--- config.mk ---
export PLATFORM = sky130hd
export DESIGN_NAME = linear_mac_stream
export DESIGN_NICKNAME = d
export VERILOG_FILES = /design/src/rtl/linear_mac_stream.sv
export SDC_FILE = /design/constraint.sdc
export NUM_CORES = 2
export LEC_CHECK = 0
export ABC_AREA = 1
export CORE_ASPECT_RATIO = 0.6
export CORE_MARGIN = 1
export CORE_UTILIZATION = 50
export CTS_BUF_LIST = sky130_fd_sc_hd__clkbuf_8
export DETAILED_ROUTE_END_ITERATION = 8
export GPL_TIMING_DRIVEN = 0
export PLACE_DENSITY = 0.71
export SYNTH_ARGS = -nofsm -noshare
export SYNTH_HDL_FRONTEND = slang
export SYNTH_SLANG_ARGS = --single-unit
--- constraint.sdc ---
create_clock -name clk -period 19.9 [get_ports clk]
set_input_delay 4.975 -clock clk [delete_from_list [all_inputs] [get_ports clk]]
set_output_delay 4.975 -clock clk [all_outputs]
set_load 0.005 [all_outputs]
--- src/rtl/linear_mac_stream.sv ---
// linear_mac_stream: streaming quantized linear-layer engine.
// Accumulates signed dot products of NUM_FEATURES feature vectors against one
// shared weight vector over any number of N-lane beats, MUL_PER_FEATURE lanes
// per cycle, then applies bias, fixed-point requantization, zero point and
// saturation. Valid/ready handshakes on input and output.
// Optional build macro LINEAR_MAC_RELU_EN: clamp results at Z_OUT (quantized ReLU).
module linear_mac_stream #(
    parameter int unsigned PRECISION              = 8,
    parameter int unsigned BIAS_PRECISION         = 32,
    parameter int unsigned OUTPUT_STAGE_PRECISION = 64,
    parameter int unsigned NUM_FEATURES           = 2,
    parameter int unsigned MUL_PER_FEATURE        = 8,
    parameter int unsigned N                      = 16,
    parameter logic [31:0] M_MUL                  = 32'd1073741824,
    parameter int unsigned SHIFT                  = 31,
    parameter int          Z_WEIGHTS              = 0,
    parameter int          Z_OUT                  = 0
) (
    input  logic                                         clk,
    input  logic                                         rst,
    input  logic                                         in_valid,
    output logic                                         in_ready,
    input  logic                                         in_last,
    input  logic signed [BIAS_PRECISION-1:0]             bias,
    input  logic [N-1:0][PRECISION-1:0]                  weights_in,
    input  logic [NUM_FEATURES-1:0][N-1:0][PRECISION-1:0] features,
    output logic                                         out_valid,
    input  logic                                         out_ready,
    output logic [NUM_FEATURES-1:0][PRECISION-1:0]       out
);

    localparam int unsigned PASSES   = N / MUL_PER_FEATURE;
    localparam int unsigned PASS_W   = (PASSES > 1) ? $clog2(PASSES) : 1;
    localparam int unsigned OSP      = OUTPUT_STAGE_PRECISION;
    localparam int unsigned PROD_W   = 2 * PRECISION + 1;
    localparam int unsigned WIN_BITS = MUL_PER_FEATURE * PRECISION;

    localparam logic [PASS_W-1:0]        LAST_PASS = PASS_W'(PASSES - 1);
    localparam logic signed [PRECISION:0] ZW       = (PRECISION + 1)'(Z_WEIGHTS);
    localparam logic signed [OSP-1:0]    ONE       = OSP'(1);
    localparam logic signed [OSP-1:0]    ROUND     = ONE <<< (SHIFT - 1);
    localparam logic signed [OSP-1:0]    ZOUT_EXT  = OSP'(Z_OUT);
    localparam logic signed [OSP-1:0]    SAT_MAX   = (ONE <<< (PRECISION - 1)) - ONE;
    localparam logic signed [OSP-1:0]    SAT_MIN   = -(ONE <<< (PRECISION - 1));
    localparam logic signed [OSP-1:0]    M_EXT     = {{(OSP - 32){1'b0}}, M_MUL};

    typedef enum logic [1:0] {IDLE, MAC, REQ, OUT} state_t;

    state_t                                       state;
    logic [N-1:0][PRECISION-1:0]                  w_q;
    logic [NUM_FEATURES-1:0][N-1:0][PRECISION-1:0] f_q;
    logic                                         last_q;
    logic                                         first_q;
    logic [PASS_W-1:0]                            pass_q;
    logic [NUM_FEATURES-1:0][BIAS_PRECISION-1:0]  acc_q;
    logic [NUM_FEATURES-1:0][BIAS_PRECISION-1:0]  pass_sum;
    logic [NUM_FEATURES-1:0][PRECISION-1:0]       req_out;

    // (weight - Z_WEIGHTS) * feature, sign-extended to accumulator width
    function automatic logic [BIAS_PRECISION-1:0] lane_product(
        input logic [PRECISION-1:0] w,
        input logic [PRECISION-1:0] x
    );
        logic signed [PRECISION:0] wz;
        logic signed [PROD_W-1:0]  p;
        wz = $signed({1'b0, w}) - ZW;
        p  = wz * $signed(x);
        return {{(BIAS_PRECISION - PROD_W){p[PROD_W-1]}}, p};
    endfunction

    // Rounded multiply-shift, zero point, optional ReLU, saturation
    function automatic logic [PRECISION-1:0] requant(input logic [BIAS_PRECISION-1:0] acc);
        logic signed [OSP-1:0] v;
        v = {{(OSP - BIAS_PRECISION){acc[BIAS_PRECISION-1]}}, acc};
        v = (v * M_EXT + ROUND) >>> SHIFT;
        v = v + ZOUT_EXT;
`ifdef LINEAR_MAC_RELU_EN
        if (v < ZOUT_EXT) v = ZOUT_EXT;
`else
        v = v;
`endif
        if (v > SAT_MAX)
            v = SAT_MAX;
        else if (v < SAT_MIN)
            v = SAT_MIN;
        return v[PRECISION-1:0];
    endfunction

    // Sum of the MUL_PER_FEATURE products in the current lane window.
    // The registered beat is shifted down one window per pass, so the
    // multipliers always read lanes 0..MUL_PER_FEATURE-1 instead of muxing.
    always_comb begin
        for (int unsigned f = 0; f < NUM_FEATURES; f++) begin
            pass_sum[f] = '0;
            for (int unsigned m = 0; m < MUL_PER_FEATURE; m++)
                pass_sum[f] = pass_sum[f] + lane_product(w_q[m], f_q[f][m]);
        end
    end

    // Requantized value of each accumulator
    always_comb begin
        for (int unsigned f = 0; f < NUM_FEATURES; f++)
            req_out[f] = requant(acc_q[f]);
    end

    // Control FSM with registered handshake outputs, accumulators and result.
    // out_valid rises one cycle after out is loaded in REQ.
    always_ff @(posedge clk or posedge rst) begin
        if (rst) begin
            state     <= IDLE;
            in_ready  <= 1'b1;
            out_valid <= 1'b0;
            out       <= '0;
            acc_q     <= '0;
            first_q   <= 1'b1;
            last_q    <= 1'b0;
            pass_q    <= '0;
            w_q       <= '0;
            f_q       <= '0;
        end else begin
            case (state)
                IDLE: begin
                    if (in_valid && in_ready) begin
                        w_q      <= weights_in;
                        f_q      <= features;
                        last_q   <= in_last;
                        pass_q   <= '0;
                        in_ready <= 1'b0;
                        if (first_q) begin
                            for (int unsigned f = 0; f < NUM_FEATURES; f++)
                                acc_q[f] <= bias;
                            first_q <= 1'b0;
                        end
                        state <= MAC;
                    end
                end
                MAC: begin
                    for (int unsigned f = 0; f < NUM_FEATURES; f++) begin
                        acc_q[f] <= acc_q[f] + pass_sum[f];
                        f_q[f]   <= f_q[f] >> WIN_BITS;
                    end
                    w_q    <= w_q >> WIN_BITS;
                    pass_q <= pass_q + 1'b1;
                    if (pass_q == LAST_PASS) begin
                        if (last_q) begin
                            state <= REQ;
                        end else begin
                            in_ready <= 1'b1;
                            state    <= IDLE;
                        end
                    end
                end
                REQ: begin
                    out   <= req_out;
                    state <= OUT;
                end
                OUT: begin
                    if (!out_valid) begin
                        out_valid <= 1'b1;
                    end else if (out_ready) begin
                        out_valid <= 1'b0;
                        first_q   <= 1'b1;
                        in_ready  <= 1'b1;
                        state     <= IDLE;
                    end
                end
                default: state <= IDLE;
            endcase
        end
    end

endmodule
Word-level counts from Yosys, hierarchy flattened:

Index checks and enable logic that the tools add are counted.

* add/subtract/negate cells: 19
* eq/ne operators: 9
* $mul: 16
* magnitude comparators: 4
* muxes and demuxes: 27
* reductions and logical operators: 11

Operators by type and width (count)
* 256-bit case mux with 2 select lines: 1
* 9-bit by 8-bit multiplier with 17-bit output: 16
* 256-bit two-way mux: 1
* 128-bit case mux with 2 select lines: 1
* 128-bit two-way mux: 1
* 64-bit two-way mux: 2
* 64-bit case mux with 2 select lines: 1
* 62-bit by 32-bit adder with 63-bit output (second input constant): 2
* 32-bit adder: 2
* 32-bit by 8-bit greater-than comparator with 1-bit output (second input constant): 2
* 32-bit by 8-bit < comparator with 1-bit output (second input constant): 2
* 23-bit by 17-bit adder with 24-bit output: 2
* 22-bit by 17-bit adder with 23-bit output: 2
* 21-bit by 17-bit adder with 22-bit output: 2
* 20-bit by 17-bit adder with 21-bit output: 2
* 19-bit by 17-bit adder with 20-bit output: 2
* 18-bit by 17-bit adder with 19-bit output: 2
* 17-bit by 17-bit adder with 18-bit output: 2
* 8-bit two-way mux: 4
* 2-bit != test (second input constant): 6
* 2-bit two-way mux: 5
* 2-bit case mux with 4 select lines: 1
* 4-bit AND reduction: 2
* 1-bit two-way mux: 7
* 12 further kinds: 16

* register bits after elaboration: 471
* input bits: 421
* logic and storage cells: 144

Depth between registers and ports, before layout:

* word-level depth: 10
* mapped depth: 46
* gate-level depth less buffers: 44

Worst setup path before layout:

No wires, ideal clock.

* kind: register to register
* from: register w_q[62] in the netlist's numbering
* to: register acc_q[31] in the netlist's numbering
* path buffers: 2
* cell stages (with the launch flop): 42
* arrival time: 8.881 ns
* setup slack: 10.901 ns
* path through: dfrtp_1 > clkbuf_1 > clkbuf_1 > nand2_1 > fa_1 > inv_1 > fa_1 > inv_1 > fa_1 > fa_1 > fa_1 > fa_1 > inv_1 > fa_1 > fa_1 > fa_1 > inv_1 > fa_1 > (+6 left out) > a21boi_0 > o21ai_0 > nand2_1 > nand2_1 > nand2_1 > nand2_1 > ha_1 > nand2_1 > nor2_1 > inv_1 > o21ai_0 > nand2_1 > inv_1 > nor2_1 > nand2_1 > nand3_1 > nand3_1 > nand2_1

* cells in the longest elaborated chain, start to end: 4

Ends and longest elaborated chain
* start, declared: RTL line 50 `logic [N-1:0][PRECISION-1:0] w_q;`
* start signal, assigned: RTL line 124 `w_q <= weights_in;`
* start signal, assigned: RTL line 142 `w_q <= w_q >> WIN_BITS;`
* 9-bit by 8-bit multiplier with 17-bit output: RTL line 67 `p = wz * $signed(x);`
* 23-bit by 17-bit adder with 24-bit output: RTL line 96 `pass_sum[f] = pass_sum[f] + lane_product(w_q[m], f_q[f][m]);`
* 32-bit adder: RTL line 139 `acc_q[f] <= acc_q[f] + pass_sum[f];`
* 64-bit case mux with 2 select lines: RTL line 121 `case (state)`
* end signal, assigned by index: RTL line 131 `acc_q[f] <= bias;`
* end signal, assigned by index: RTL line 139
* end, declared: RTL line 55 `logic [NUM_FEATURES-1:0][BIAS_PRECISION-1:0] acc_q;`

Every way passes these cells.
A chain may end at the register's enable or synchronous reset.

Worst setup path in the final report:

* from: register w_q[4] in the netlist's numbering
* to: register acc_q[28] in the netlist's numbering

* cells in the longest elaborated chain, start to end: 10

Ends and longest elaborated chain (RTL line)
* 9-bit by 8-bit multiplier with 17-bit output: 67
* 17-bit by 17-bit adder with 18-bit output: 96
* 18-bit by 17-bit adder with 19-bit output: 96
* 19-bit by 17-bit adder with 20-bit output: 96
* 20-bit by 17-bit adder with 21-bit output: 96
* 21-bit by 17-bit adder with 22-bit output: 96
* 22-bit by 17-bit adder with 23-bit output: 96
* 23-bit by 17-bit adder with 24-bit output: 96
* 32-bit adder: 139
* 64-bit case mux with 2 select lines: 121

Every way passes these cells.

==> summary.txt <==
Clocking
  – Clk sinks: 471
  – Worst-skew pair later-pin latency: 0.84 ns
  – H-Tree Depth: 3
  – Total CTS buffers: 80
  – Clk root buf: clkbuf_8
  – Post-CTS setup buffer count: 0
  – CTS clk-pin slew, worst paths: 0.11 ns
  – # resized after CTS: 0
  – CTS tree: built
  – Hold_buf cts: 0
  – CTS Buffer Depth: 3

Route
  – Routed wire length: 244000 um
  – Vias: 56.7k
  – First-pass DRT Iterations: 6
  – Remaining antenna violation count: 0
  – Post-route DRC: 0
  – Wire per inst: 23.3 um
  – Initial DRC Count: 7011
  – Via density: 5.40

Critical path
  – CP peak stage delay: 0.83 ns
  – Top cell by count, worst path: fa_1
  – CP top delay family: adder cells
  – Slowest CP cell: clkbuf_1
  – Startpoint types: register
  – CP max FO: 10
  – Data required time of the critical path: 20.56 ns
  – Launching point of the worst reg2reg path: w_q[4]
  – Reg-to-reg slack, setup: 8.08 ns
  – CP Class: reg2reg
  – Critical path depth in cells: 35
  – R2r endpoint: acc_q[28]
  – Arrival @ worst endpoint: 12.48 ns
  – Buf/Inv on CP: 7
  – Nature of the critical path endpoint: register
  – R2R cell count: 35

Timing
  – RSZ-0062 raised after global routing: false
  – Endpoints failing hold: 0
  – Hold WS: 0.483 ns
  – Max Slew Vio Count: 11
  – Worst Tran Pin Value: 1.52 ns
  – Final period util: 59.4%
  – Slew margin rel.: -1.38%
  – Max Clock Skew: 0.0399 ns
  – Period minus WS final: 11.82 ns
  – Setup TNS Final: 0 ns
  – # setup viols final: 0
  – FMAX: 84.6 MHz

Floorplanning
  – Starting Density: 50.5%
  – Core Footprint: 0.129 mm2
  – I/O pins: 439
  – Die Wd: 468 um
  – Row cnt: 102
  – Die H: 282 um
  – Die Area: 0.132 mm2

Cells and area
  – Area grow syn2layout: 13.1%
  – Most common cell after layout, fill and taps aside: inv_1
  – Post-layout util: 57.1%
  – Most frequent cells in the layout: inv_1 (2249), nand2_1 (1736), fa_1 (1018)
  – Nets: 10.7k
  – Fraction of layout cells with a size suffix above 1: 2.35%
  – Fin cells: 10.5k

GRT
  – Initial antenna violation count: 15
  – Global Route Usage Sum: 37.4%
  – GRT overflow: 0
  – First-pass GRT wire length: 355000 um
  – Largest net degree at the start of global routing: 129
  – Vias in the first global route: 55.3k

Hold path
  – Worst hold start: out[6]
  – Hold endpoint: out[6]
  – Worst Hold Depth: 2
  – Worst hold path type: reg2reg

Logic synthesis
  – Post-synthesis cell area: 0.0652 mm2
  – Yosys top cell area share: 31.3%
  – Simple-Gate Fraction of Synth Area: 16.3%
  – Part of the Yosys area used for sequential elements: 18.1%
  – Largest area contributor in the netlist: fa_1
  – Post-Syn Nets: 10.2k
  – Number of synthesized flops with an enable pin: 0
  – Main combinational cell family by area after synthesis: adder cells
  – Synth unique cells: 45
  – Synth area leaders: fa_1 (31%), dfrtp_1 (18%), inv_1 (13%), ha_1 (11%), nand2_1 (10%)
  – Synthesized area per cell: 7.97 um2
  – Synth async-reset ratio: 100%
  – Register bit count reported by yosys: 471
  – XOR/XNOR share of the synthesized area: 0.752%
  – Yosys warns: 0
  – Compound-Gate Fraction of Synth Area: 6.90%
  – Mux contribution to synthesized area: 0%
  – Mapped Cells: 8176
  – Adder-cell share of the synthesized area: 42.7%
  – Ys flop type: dfrtp_1

Placed design
  – # placed instances: 10.3k
  – Final Wtd Congestion: 1.04
  – DP HPWL: 209000 um
  – Port bufs: 438

Status
  – Failing checks: max-capacitance violations, max-slew violations
  – Status: finished, violations left

Flow run
  – Max-Cap Viols: 1
## logic make-up (layout without fill, tap and decap cells)
| logic type | after synthesis | after routing |
|---|---|---|
| buffers and inverters | 2631 | 3218 |
| other | 0 | 7 |
| AOI/OAI and AO/OA | 745 | 745 |
| and+or+nand+nor | 2657 | 2657 |
| xor gates and xnor gates | 56 | 56 |
| DFF | 471 | 471 |
| adders and majority gates | 1616 | 1616 |
## tightest hold or removal path, stage by stage, from the launching register on
cell and delay (ns):
dfrtp_1 0.34, nand2_1 0.05, nand2_1 0.05
## registers in the layout, summed over array words and instances, names as in the netlist, named ones only
| register | count |
|---|---|
| state | 1 |
| f_q | 256 |
| first_q | 1 |
| w_q | 128 |
| out_valid | 1 |
| pass_q | 1 |
| out | 16 |
| in_ready | 1 |
| last_q | 1 |
| acc_q | 64 |
## area by class of cell
class,instances,area (um2)
plain buffers,389,1530
inverters,2242,8420
flip-flops and latches,471,11800
clock inverters,43,447
multi-input cells,5074,43500
well taps,1716,2150
diodes,7,17.5
clock buffers,102,1400
fillers,11900,55400
repair buffers,442,4490
## cells in the mapped netlist, types with 11 or more instances
master    number
inv_1       2234
nand2_1     1736
fa_1        1018
ha_1         598
nor2_1       507
dfrtp_1      469
clkbuf_1     345
o21ai_0      293
nor3_1       211
a211oi_1     195
a21oi_1      145
nand3_1      136
xor2_1        37
nand4_1       25
o221ai_1      22
o21bai_1      21
buf_2         19
o211ai_1      19
xnor2_1       19
buf_1         15
a21o_1        14
a31oi_1       11
## per-stage QoR
step                instance area [um2]  setup WS, ns
floorplan                         65200          1.79
global placement                  71700         -4.54
detailed placement                71900          8.58
CTS                               73700          8.53
global route                      73700          7.86
finish                            73700          8.08
## per-layer routing
metal	GRT usage, %	part of all wire [%]
met2	48.2	38
met1	55.5	43
met3	16.9	16
met5	0.758	0.075
met4	9.70	2.9
## worst max path at each step
stage | startpoint | to | slack [ns]
2_1_floorplan | rst | async pin | 1.79
3_3_place_gp | rst | w_q[28] | -4.54
3_5_place_dp | w_q[49] | acc_q[28] | 8.58
4_1_cts | w_q[4] | acc_q[28] | 8.53
5_1_grt | w_q[4] | acc_q[31] | 7.86
6_report | w_q[4] | acc_q[28] | 8.08
Power is not shown: default switching activity piles up to over one toggle a cycle in this logic, so the estimate is an artifact.
